File: src/rtl/chip_chk_pkg.sv
// Shared types and defaults for the socket vector tester.
// Latency: n/a (types and constants only).
// Backpressure: n/a.
package chip_chk_pkg;

    // Widest socket supported; narrower sockets zero-extend into the vector word.
    localparam int MAX_PINS          = 16;
    localparam int DEF_NUM_PINS      = 14;
    localparam int DEF_DEPTH         = 16;
    localparam int DEF_SETTLE_CYCLES = 4;
    localparam int DEF_ERR_W         = 8;

    typedef enum logic [2:0] {
        IDLE,
        FETCH,
        DRIVE,
        SAMPLE,
        DONE
    } state_t;

    typedef struct packed {
        logic [MAX_PINS-1:0] drive;
        logic [MAX_PINS-1:0] oe;
        logic [MAX_PINS-1:0] expected;
        logic [MAX_PINS-1:0] mask;
        logic                last;
    } vec_t;

    // A pin counts as a mismatch only when it is compared (mask=1) and sampled (oe=0).
    function automatic logic vec_mismatch(input vec_t v, input logic [MAX_PINS-1:0] pins);
        return |((pins ^ v.expected) & v.mask & ~v.oe);
    endfunction

endpackage

File: src/rtl/chk_settle_timer.sv
// Loadable down-counter that stops at zero and flags it.
// Latency: zero flag follows the count register; load wins over counting.
// Backpressure: none; the owner decides when to load and when to look at zero.
module chk_settle_timer #(
    parameter int W = 3
) (
    input  logic         clk,
    input  logic         reset_n,
    input  logic         load,
    input  logic [W-1:0] load_val,
    output logic         zero
);

    logic [W-1:0] cnt;

    // Load on request, otherwise count down and hold at zero.
    always_ff @(posedge clk) begin
        if (!reset_n) begin
            cnt <= '0;
        end else if (load) begin
            cnt <= load_val;
        end else if (cnt != '0) begin
            cnt <= cnt - 1'b1;
        end
    end

    assign zero = (cnt == '0);

endmodule

File: src/rtl/chip_vector_tester.sv
// Socket vector tester: fetches vectors, drives the pads, samples after settling, counts mismatches.
// Latency: 2 + SETTLE_CYCLES cycles per vector; done rises on the edge that samples the final vector.
// Backpressure: none; starts arriving while busy are ignored. Optional build macro CHIP_CHK_STOP_ON_FAIL_EN.
module chip_vector_tester
    import chip_chk_pkg::*;
#(
    parameter  int NUM_PINS      = DEF_NUM_PINS,
    parameter  int DEPTH         = DEF_DEPTH,
    parameter  int SETTLE_CYCLES = DEF_SETTLE_CYCLES,
    parameter  int ERR_W         = DEF_ERR_W,
    localparam int AW            = $clog2(DEPTH)
) (
    input  logic                Clk,
    input  logic                Reset,
    input  logic                Run,
    output logic [AW-1:0]       vec_addr,
    input  logic [NUM_PINS-1:0] vec_drive,
    input  logic [NUM_PINS-1:0] vec_oe,
    input  logic [NUM_PINS-1:0] vec_expect,
    input  logic [NUM_PINS-1:0] vec_mask,
    input  logic                vec_last,
    output logic [NUM_PINS-1:0] pin_out,
    output logic [NUM_PINS-1:0] pin_oe,
    input  logic [NUM_PINS-1:0] pin_in,
    output logic                busy,
    output logic                done,
    output logic                pass,
    output logic [ERR_W-1:0]    err_count,
    output logic [AW-1:0]       fail_addr
);

    // Two synchroniser flops plus the sample edge must fit inside the settle window.
    if (SETTLE_CYCLES < 3) begin : g_bad_settle
        $error("chip_vector_tester: SETTLE_CYCLES must be at least 3");
    end
    if (NUM_PINS < 1 || NUM_PINS > MAX_PINS) begin : g_bad_pins
        $error("chip_vector_tester: NUM_PINS out of range");
    end

    localparam int              TW        = $clog2(SETTLE_CYCLES + 1);
    localparam logic [TW-1:0]   SETTLE_LD = TW'(SETTLE_CYCLES - 1);
    localparam logic [AW-1:0]   LAST_ADDR = AW'(DEPTH - 1);
    localparam logic [ERR_W-1:0] ERR_MAX  = '1;

    state_t              state;
    logic                run_q;
    logic                start;
    logic [NUM_PINS-1:0] pin_meta;
    logic [NUM_PINS-1:0] pin_sync;
    vec_t                vec_q;
    logic                word_pend;
    logic                settled;
    logic                mism;
    logic                end_of_list;
    logic                stop_now;

    assign start = run_q & ~Run;

    // Remember last Run level so only a falling edge starts a test.
    always_ff @(posedge Clk) begin
        if (!Reset) begin
            run_q <= 1'b1;
        end else begin
            run_q <= Run;
        end
    end

    // Bring the asynchronous pad inputs into the clock domain.
    always_ff @(posedge Clk) begin
        if (!Reset) begin
            pin_meta <= '0;
            pin_sync <= '0;
        end else begin
            pin_meta <= pin_in;
            pin_sync <= pin_meta;
        end
    end

    // Pads are driven straight from the latched vector word, so they are registered outputs
    // and hold their value through FETCH of the next vector.
    assign pin_out = vec_q.drive[NUM_PINS-1:0];
    assign pin_oe  = vec_q.oe[NUM_PINS-1:0];

    assign mism        = vec_mismatch(vec_q, MAX_PINS'(pin_sync));
    assign end_of_list = vec_q.last || (vec_addr == LAST_ADDR);
`ifdef CHIP_CHK_STOP_ON_FAIL_EN
    assign stop_now    = end_of_list || mism;
`else
    assign stop_now    = end_of_list;
`endif

    // Settle window starts counting on the FETCH edge; the word lands one edge later.
    chk_settle_timer #(
        .W (TW)
    ) u_settle (
        .clk      (Clk),
        .reset_n  (Reset),
        .load     (state == FETCH),
        .load_val (SETTLE_LD),
        .zero     (settled)
    );

    // Test sequencer with registered status outputs.
    always_ff @(posedge Clk) begin
        if (!Reset) begin
            state     <= IDLE;
            vec_addr  <= '0;
            vec_q     <= '0;
            word_pend <= 1'b0;
            busy      <= 1'b0;
            done      <= 1'b0;
            pass      <= 1'b0;
            err_count <= '0;
            fail_addr <= '0;
        end else begin
            case (state)
                IDLE, DONE: begin
                    if (start) begin
                        state     <= FETCH;
                        vec_addr  <= '0;
                        vec_q     <= '0;
                        busy      <= 1'b1;
                        done      <= 1'b0;
                        pass      <= 1'b0;
                        err_count <= '0;
                        fail_addr <= '0;
                    end
                end
                FETCH: begin
                    state     <= DRIVE;
                    word_pend <= 1'b1;
                end
                DRIVE: begin
                    // Registered ROM output is valid on the first DRIVE edge; capture it once.
                    if (word_pend) begin
                        word_pend <= 1'b0;
                        vec_q     <= '{drive:    MAX_PINS'(vec_drive),
                                       oe:       MAX_PINS'(vec_oe),
                                       expected: MAX_PINS'(vec_expect),
                                       mask:     MAX_PINS'(vec_mask),
                                       last:     vec_last};
                    end
                    if (settled) begin
                        state <= SAMPLE;
                    end
                end
                SAMPLE: begin
                    if (mism) begin
                        if (err_count != ERR_MAX) begin
                            err_count <= err_count + 1'b1;
                        end
                        if (err_count == '0) begin
                            fail_addr <= vec_addr;
                        end
                    end
                    if (stop_now) begin
                        state <= DONE;
                        busy  <= 1'b0;
                        done  <= 1'b1;
                        pass  <= (err_count == '0) && !mism;
                    end else begin
                        state    <= FETCH;
                        vec_addr <= vec_addr + 1'b1;
                    end
                end
                default: begin
                    state <= IDLE;
                end
            endcase
        end
    end

endmodule

File: config.mk
export PLATFORM = sky130hd
export DESIGN_NAME = chip_vector_tester
export DESIGN_NICKNAME = d
export VERILOG_FILES = /design/src/rtl/chip_chk_pkg.sv /design/src/rtl/chk_settle_timer.sv /design/src/rtl/chip_vector_tester.sv
export SDC_FILE = /design/constraint.sdc
export NUM_CORES = 1
export LEC_CHECK = 0
export ABC_AREA = 1
export CAP_MARGIN = 40
export CORE_ASPECT_RATIO = 1.5
export CORE_UTILIZATION = 49
export DETAILED_ROUTE_END_ITERATION = 8
export GPL_ROUTABILITY_DRIVEN = 0
export PLACE_DENSITY = 0.79
export REMOVE_ABC_BUFFERS = 1
export SYNTH_ARGS = -nofsm -noshare
export SYNTH_HDL_FRONTEND = slang
export SYNTH_SLANG_ARGS = --single-unit
File: constraint.sdc
create_clock -name Clk -period 1.62 [get_ports Clk]
set_input_delay 0.162 -clock Clk [delete_from_list [all_inputs] [get_ports Clk]]
set_output_delay 0.162 -clock Clk [all_outputs]
set_load 0.01 [all_outputs]
# ---- Yosys cells after proc, flatten, opt, wreduce, memory -nomap -nowiden
# Index checks and enable logic that the tools add are counted.
dict set report totals {
  register_bits 118
  elab_cells 90
}
dict set report op_classes {
  reduce_logical 20
  n_eq_ne 14
  bitwise_logic 7
  add_sub_neg 3
  n_mux 28
}
# op n
set ops {}
lappend ops {{2-to-1 mux 63 bit} 2}
lappend ops {{case mux 63 bit (2 select lines)} 1}
lappend ops {{bitwise AND 16 bit} 2}
lappend ops {{2-to-1 mux 8 bit} 3}
lappend ops {{2-to-1 mux 4 bit} 4}
lappend ops {{inequality test 2 bit, second input constant} 8}
lappend ops {{NOT 16 bit} 1}
lappend ops {{case mux 4 bit (2 select lines)} 2}
lappend ops {{case mux 8 bit (2 select lines)} 1}
lappend ops {{OR reduction 16 bit} 1}
lappend ops {{bitwise XOR 14 x 16 -> 16 bit} 1}
lappend ops {{case mux 3 bit (4 select lines)} 1}
lappend ops {{2-to-1 mux 3 bit} 3}
lappend ops {{AND reduction 3 bit} 3}
lappend ops {{adder 8 x 1 -> 8 bit, second input constant} 1}
lappend ops {{zero test 8 bit} 1}
lappend ops {{inequality test 8 bit, second input constant} 1}
lappend ops {{case mux 1 bit (2 select lines)} 4}
lappend ops {{AND reduction 4 bit} 2}
lappend ops {{nonzero test 2 bit} 4}
lappend ops {{== test 3 x 2 -> 1 bit, second input constant} 2}
lappend ops {{zero test 3 bit} 2}
lappend ops {{2-to-1 mux 1 bit} 5}
lappend ops {{adder 4 x 1 -> 4 bit, second input constant} 1}
lappend ops {{other kinds (13)} 16}

# ---- Depth between registers and ports, before layout
# Gate-level depths: netlist (run 1).
dict set report depth {
  depth_word 8
  depth_mapped 12
  ltp_nobuf 12
}

# ---- By module
# From an unflattened synthesis (run 1), not the netlist that was laid out.
dict set report hier_totals {
  hier_cells 708
  area_unflattened_um2 4968.5
}
# module n_inst cells_each area_each_um2
set by_module_without_submodules {}
lappend by_module_without_submodules {chip_vector_tester 1 679 4768.3}
lappend by_module_without_submodules {chk_settle_timer 1 29 200.2}

# ---- Worst setup path after synthesis (run 1)
# Ideal clock, no wire load.
dict set report synth_timing {
  kind {reg2reg}
  from {register err_count[1]}
  to {register err_count[2]}
  setup_ps 113
  required_ps 1507
  setup_slack_ps 134
  n_path_buf 1
  arrival_time_ps 1373
  stages_incl_launch_ff 10
  cell_sequence {dfxtp_1 > ha_1 > nand4_1 > nor2_1 > nand3_1 > nand2_1 > nor2_2 > buf_6 > nor2_1 > nor2_1}
}
dict set report synth_between {
  elab_chain_len 4
  word_cells_on_any_way 7
}
# element line_no
set synth_lines {}
lappend synth_lines {{from (decl)} chip_vector_tester.sv:28} ;# output logic [ERR_W-1:0] err_count,
lappend synth_lines {{from (signal assigned)} chip_vector_tester.sv:150} ;# err_count <= err_count + 1'b1;
lappend synth_lines {{adder 8 x 1 -> 8 bit} chip_vector_tester.sv:150}
lappend synth_lines {{2-to-1 mux 8 bit} chip_vector_tester.sv:149} ;# if (err_count != ERR_MAX) begin
lappend synth_lines {{2-to-1 mux 8 bit} chip_vector_tester.sv:148} ;# if (mism) begin
lappend synth_lines {{case mux 8 bit (2 select lines)} chip_vector_tester.sv:116} ;# case (state)
# Several ways; a longest one is shown, not always the timed one. The select of a mux whose other input is x is not followed.
# A chain may end at the register's enable or synchronous reset.

# ---- Worst setup path in the final report (run 1)
dict set report layout_timing {
  from {register err_count[2]}
  to {output port err_count[2]}
}
# No word-level cell between the ends.

==> impl_metrics.tcl, run 1 <==
set metrics [dict create \
    ys_top_cells_by_area "dfxtp_1, nand2_1, inv_1, a21oi_1, nor2_1" \
    max_cap_violations 0 \
    yosys_warnings 0 \
    p_per_area_nw_per_um2 1346 \
    post-route-period-util_pct 96.03 \
    synth_edf_count 0 \
    grt_pass1_wl_um 19530 \
    track_usage_pct 22.86 \
    area_growth_syn_to_layout_pct 32.04 \
    clk_pin_slew_ps 70 \
    wl_per_cell_um 13.01 \
    wl_um 11580 \
    cts_num_sinks 112 \
    die_x_um 83.72 \
    wl_met1_um 4720 \
    drc_errors 0 \
    p_int_uw 5898 \
    die-area_um2 10430 \
    cp_max_fo 8 \
    fin_skew_ps 6.153 \
    r2r_setup_slack_ps 110 \
    row_count 44 \
    place_hpwl_um 8171 \
    min_period_ps 1556 \
    slew_viol_final 0 \
    dpl-instance-area_um2 6117 \
    final_area_um2 6481 \
    cts_made_buffers 9 \
    vias 4500 \
    r2r_start "err_count[1]" \
    antenna_found_initial 0 \
    dr_wl_met2_um 6240 \
    firstDrtPassIters 4 \
    p_sw_share_pct 32.42 \
    dr.first_iter.drc_count 301 \
    min_path_type "in2reg" \
    viasPerCell 5.056 \
    htree_levels 3 \
    critPathSlowestCell "clkdlybuf4s50_1" \
    ant_nets 0 \
    status "completed" \
    cp.arrival_ps 1390 \
    hold_buffers 0 \
    antennaDiodeCount 0 \
    syn_inst 675 \
    slowest_delay_ps 600 \
    dr_wl_met3_um 471 \
    end_kind "output port" \
    relSlewSlack_pct 76.31 \
    drive_gt1_share_pct 8.000 \
    switchingPower_uw 2829 \
    highest_layer "met4" \
    hold_viol_final 0 \
    grt-ovfl-total 0 \
    rr_worst_depth 10 \
    p_clk_share_pct 24.8 \
    crit_required_ps 1460 \
    path_delay_family "buffers and inverters" \
    fmax_ghz 0.6428 \
    yosys.cell_types.count 30 \
    ioPinCount 121 \
    portBuffers 120 \
    path_class "reg2out" \
    crit_chain "clkdlybuf4s50_1" \
    core_area_um2 9689 \
    clk_root_buffer_cell "clkbuf_16" \
    yosysTopAreaCell "dfxtp_1" \
    synth.cell_area_um2 4908 \
    worst-path-buf-inv 1 \
    synth_seq_cells 112 \
    pre_cts_slack_ps -109.7 \
    power_leakage_uw 0.002928 \
    cp-start-kind "register" \
    ir_worst_vdd_uv 805.4 \
    synth_flop_cell "dfxtp_1" \
    final-setup-viol-count 0 \
    reg2reg_to "fail_addr[2]" \
    synth_area_per_cell_um2 7.272 \
    p_seq_share_pct 40.9 \
    insertion_delay_ps 340 \
    cts_max_path_buffers 2 \
    async_flop_share_pct 0 \
    synth.most_common_cell "nand2_1" \
    p_comb_share_pct 34.4 \
    synth_top_area_share_pct 45.68 \
    grt_max_degree 47 \
    die_h_um 124.6 \
    crit_start "err_count[2]" \
    synth_commonest_cells "nand2_1, dfxtp_1, inv_1, nor2_1, a21oi_1" \
    tightest_slew_ps 355.4 \
    start_util_pct 50.66 \
    nets 853 \
    yosysSeqAreaShare_pct 45.68 \
    tritoncts "done" \
    grt_pass1_vias 4419 \
    layout_setup_ws_ps 64.35 \
    cp.depth 1 \
    crit_end "err_count[2]" \
]
## worst min-delay path by stage
stage | endpoint | slack, ps | cells after the start | from
2_1_floorplan | run_q | 230 | 1 | Reset
3_3_place_gp | pin_sync[0] | 390 | 2 | pin_meta[0]
3_5_place_dp | pin_sync[9] | 400 | 2 | pin_meta[9]
4_1_cts | vec_q[29] | 280 | 4 | Reset
5_1_grt | vec_q[29] | 310 | 4 | Reset
6_report | vec_q[29] | 300 | 4 | Reset
## power groups by stage
stage          clock network [µW]  registers [µW]  logic [µW]
2_1_floorplan                   0            3690        1490
3_3_place_gp                    0            3590        2820
3_5_place_dp                    0            3610        2930
4_1_cts                      2200            3550        2950
5_1_grt                      2310            3620        3350
6_report                     2160            3570        3000
## tightest hold or removal path: cells and delay by family
kind,cells,cell delay [ps]
buffers and inverters,3,370
AOI/OAI and AO/OA,1,60
## final cells by class
type,count,area (µm²)
clock buffer,11,252.7
tap,115,143.9
fill,813,3208
sequential,112,2246
timing repair buffer,147,1461
clock inverter,1,30.03
multi-input combinational,397,1946
inverter,107,401.6
## cells in the final DEF (no fill, tap or decap)
cell type	instances
nand2_1	121
clkdlybuf4s50_1	119
dfxtp_1	109
inv_1	103
nor2_1	80
a21oi_1	69
o21ai_0	34
a211oi_1	29
nand3_1	27
buf_4	22
clkbuf_16	9
nor2_2	5
buf_12	5
inv_2	4
nor3_1	4
ha_1	4
nand3_2	3
nand4_1	3
dfxtp_2	3
nor4_1	2
o21ai_1	2
xor2_1	2
nand2_2	2
clkbuf_8	2
nor3_4	1
a21oi_4	1
a21boi_0	1
nand3_4	1
o211ai_1	1
nand3b_1	1
o21a_1	1
xnor2_1	1
or2_2	1
ha_4	1
bufinv_16	1
buf_2	1
## state kept, by name, indices dropped and copies added, names as in the netlist
| register | cells |
|---|---|
| state | 3 |
| busy | 1 |
| vec_q | 29 |
| pass | 1 |
| fail_addr | 4 |
| pin_oe | 14 |
| word_pend | 1 |
| run_q | 1 |
| pin_sync | 14 |
| u_settle.cnt | 3 |
| pin_out | 14 |
| err_count | 8 |
| vec_addr | 4 |
| pin_meta | 14 |
| done | 1 |
## cells by family after synthesis
family | count (synthesis) | synth area share, %
and+or+nand+nor | 251 | 21.08
buffers and inverters | 166 | 15.50
AOI/OAI and AO/OA | 138 | 15.93
DFF | 112 | 45.68
adders and majority gates | 5 | 1.275
xor gates and xnor gates | 3 | 0.5354
## what timing repair did
| action | in CTS | in global routing |
|---|---|---|
| endpoints found under the setup margin | 0 | 29 |
| resized for setup | 0 | 14 |
| buffers inserted | 0 | 5 |
## metal layers
| metal | up-vias | global-route usage [%] |
|---|---|---|
| li1 | 2295 | - |
| met1 | 2094 | 25.79 |
| met2 | 99 | 42.28 |
| met3 | 12 | 4.573 |
| met4 | 0 | 7.478 |
| met5 | - | 0 |
## through the flow
stage	hold slack [ps]	total power [µW]	std cells	setup TNS, ps	util (%)
3_3_place_gp	392.2	6405	873	-873.3	63.13
4_1_cts	283.7	8708	885	0	66.05
3_5_place_dp	398.8	6541	873	-3555	63.13
6_report	301.3	8727	890	0	66.89
5_1_grt	313.9	9283	890	-107.3	66.89
2_1_floorplan	230.8	5176	616	-70170	-
No activity file was read; power rests on OpenSTA's default activity.
==> inputs of run 2 (changes only) <==
PLACE_DENSITY = 0.89   (was 0.79)
==> impl_metrics.tcl, run 2 (synthesized netlist as in run 1, its figures left out) <==
set metrics [dict create \
    nets 848 \
    grt_pass1_wl_um 19250 \
    ant_nets 0 \
    insertion_delay_ps 350 \
    cts_made_buffers 9 \
    clk_pin_slew_ps 60 \
    drc_errors 0 \
    layout_setup_ws_ps 55.82 \
    wl_um 11740 \
    row_count 44 \
    htree_levels 3 \
    grt-ovfl-total 0 \
    grt_max_degree 41 \
    firstDrtPassIters 7 \
    vias 4555 \
    p_per_area_nw_per_um2 1353 \
    slew_viol_final 0 \
    crit_required_ps 1460 \
    hold_buffers 0 \
    path_class "reg2out" \
    hold_viol_final 0 \
    pre_cts_slack_ps -81.65 \
    place_hpwl_um 8488 \
    ir_worst_vdd_uv 770.6 \
    slowest_delay_ps 590 \
    ioPinCount 121 \
    relSlewSlack_pct 76.20 \
    cts_num_sinks 112 \
    power_leakage_uw 0.002894 \
    min_path_type "in2reg" \
    tritoncts "done" \
    max_cap_violations 0 \
    critPathSlowestCell "clkdlybuf4s50_1" \
    nFillCells 773 \
    final-setup-viol-count 0 \
    min_period_ps 1564 \
    cts_max_path_buffers 2 \
    antennaDiodeCount 0 \
    mostFrequentLayoutCells "nand2_1, clkdlybuf4s50_1, dfxtp_1" \
    end_kind "output port" \
    cp.arrival_ps 1400 \
    fin_skew_ps 7.489 \
    seq_area_um2 2253 \
    largest_register_ffs 29 \
    antenna_found_initial 0 \
    tightest_slew_ps 357.0 \
    post-route-period-util_pct 96.55 \
    worst-path-buf-inv 1 \
    drive_gt1_share_pct 7.383 \
    dr.first_iter.drc_count 299 \
    track_usage_pct 22.54 \
    cp_max_fo 7 \
    die_h_um 124.6 \
    start_util_pct 50.66 \
    viasPerCell 5.135 \
    die_x_um 83.72 \
    final_area_um2 6436 \
    top_register "vec_q" \
    portBuffers 120 \
    multi_input_area_um2 1946 \
    area_growth_syn_to_layout_pct 31.12 \
    cp-start-kind "register" \
    status "completed" \
    fmax_ghz 0.6393 \
    grt_pass1_vias 4631 \
    mostFrequentLayoutCell "nand2_1" \
    crit_chain "clkdlybuf4s50_1" \
    dpl-instance-area_um2 6072 \
    wl_per_cell_um 13.24 \
    die-area_um2 10430 \
    path_delay_family "buffers and inverters" \
    rsz0062_at_grt "yes" \
    clk_root_buffer_cell "clkbuf_16" \
    core_area_um2 9689 \
]
-- run 2: cell count changes in the layout (fill, tap and decap cells not counted), sizes merged --
cell,before,now
clkbuf,11,12
buf,28,23
inv,107,108
-- run 2: area by class of cell --
| cell class | count | share of cell area [%] |
|---|---|---|
| sequential | 112 | 35.01 |
| clock buffer | 12 | 3.985 |
| clock inverter | 2 | 0.6026 |
| timing repair buffer | 142 | 21.66 |
| tap | 115 | 2.236 |
| inverter | 107 | 6.279 |
| multi-input combinational | 397 | 30.23 |
-- run 2: per-stage QoR --
stage / hold slack (ps) / setup TNS [ps] / std cells / total power [µW] / utilization, %
2_1_floorplan: 230.8 / -70170 / 616 / 5176 / -
3_3_place_gp: 392.5 / -14.31 / 872 / 6304 / 62.67
3_5_place_dp: 399.7 / -1344 / 872 / 6470 / 62.67
4_1_cts: 101.5 / 0 / 886 / 8686 / 65.75
5_1_grt: 119.4 / -422.5 / 887 / 9216 / 66.43
6_report: 104.8 / 0 / 887 / 8711 / 66.43
-- run 2: worst paths after layout --
path | startpoint | slack (ps) | to | cells after the start
min | Reset | 100 | pin_oe[11] | 3
max | err_count[3] | 60 | err_count[3] | 1
min reg2reg | pin_meta[13] | 410 | pin_sync[13] | 2
max reg2reg | state[0] | 60 | vec_q[5] | 6
-- run 2: worst reg2reg max path, cell delays in order (launching register included) --
cell	delay (ps)
dfxtp_1	440
buf_4	170
nor3_4	60
a21oi_4	220
buf_4	320
a21oi_1	90
a211oi_1	180
-- run 2: metal layers --
metal  vias to the layer above  global-route usage, %  wire length [µm]
met3                        23                  3.446               456
li1                       2281                      -                 -
met4                         0                  10.77               296
met5                         -                      0                 0
met1                      2131                  22.88              4595
met2                       120                  43.71              6395
-- run 2: timing repair --
| item | in CTS | in global routing |
|---|---|---|
| buffers inserted | 0 | 1 |
| setup endpoints to repair | 28 | 56 |
| resized for setup | 2 | 18 |
| pin swaps | 0 | 3 |
-- run 2: power by group --
part | internal [µW] | switching [µW]
Combinational | 1320 | 1590
Clock | 1270 | 933
Sequential | 3270 | 328
==> inputs of run 3 (changes only) <==
GPL_ROUTABILITY_DRIVEN = unset   (was 0)
==> results of run 3 <==
Same layout as run 2: the final DEF is identical, and so are final timing and power.
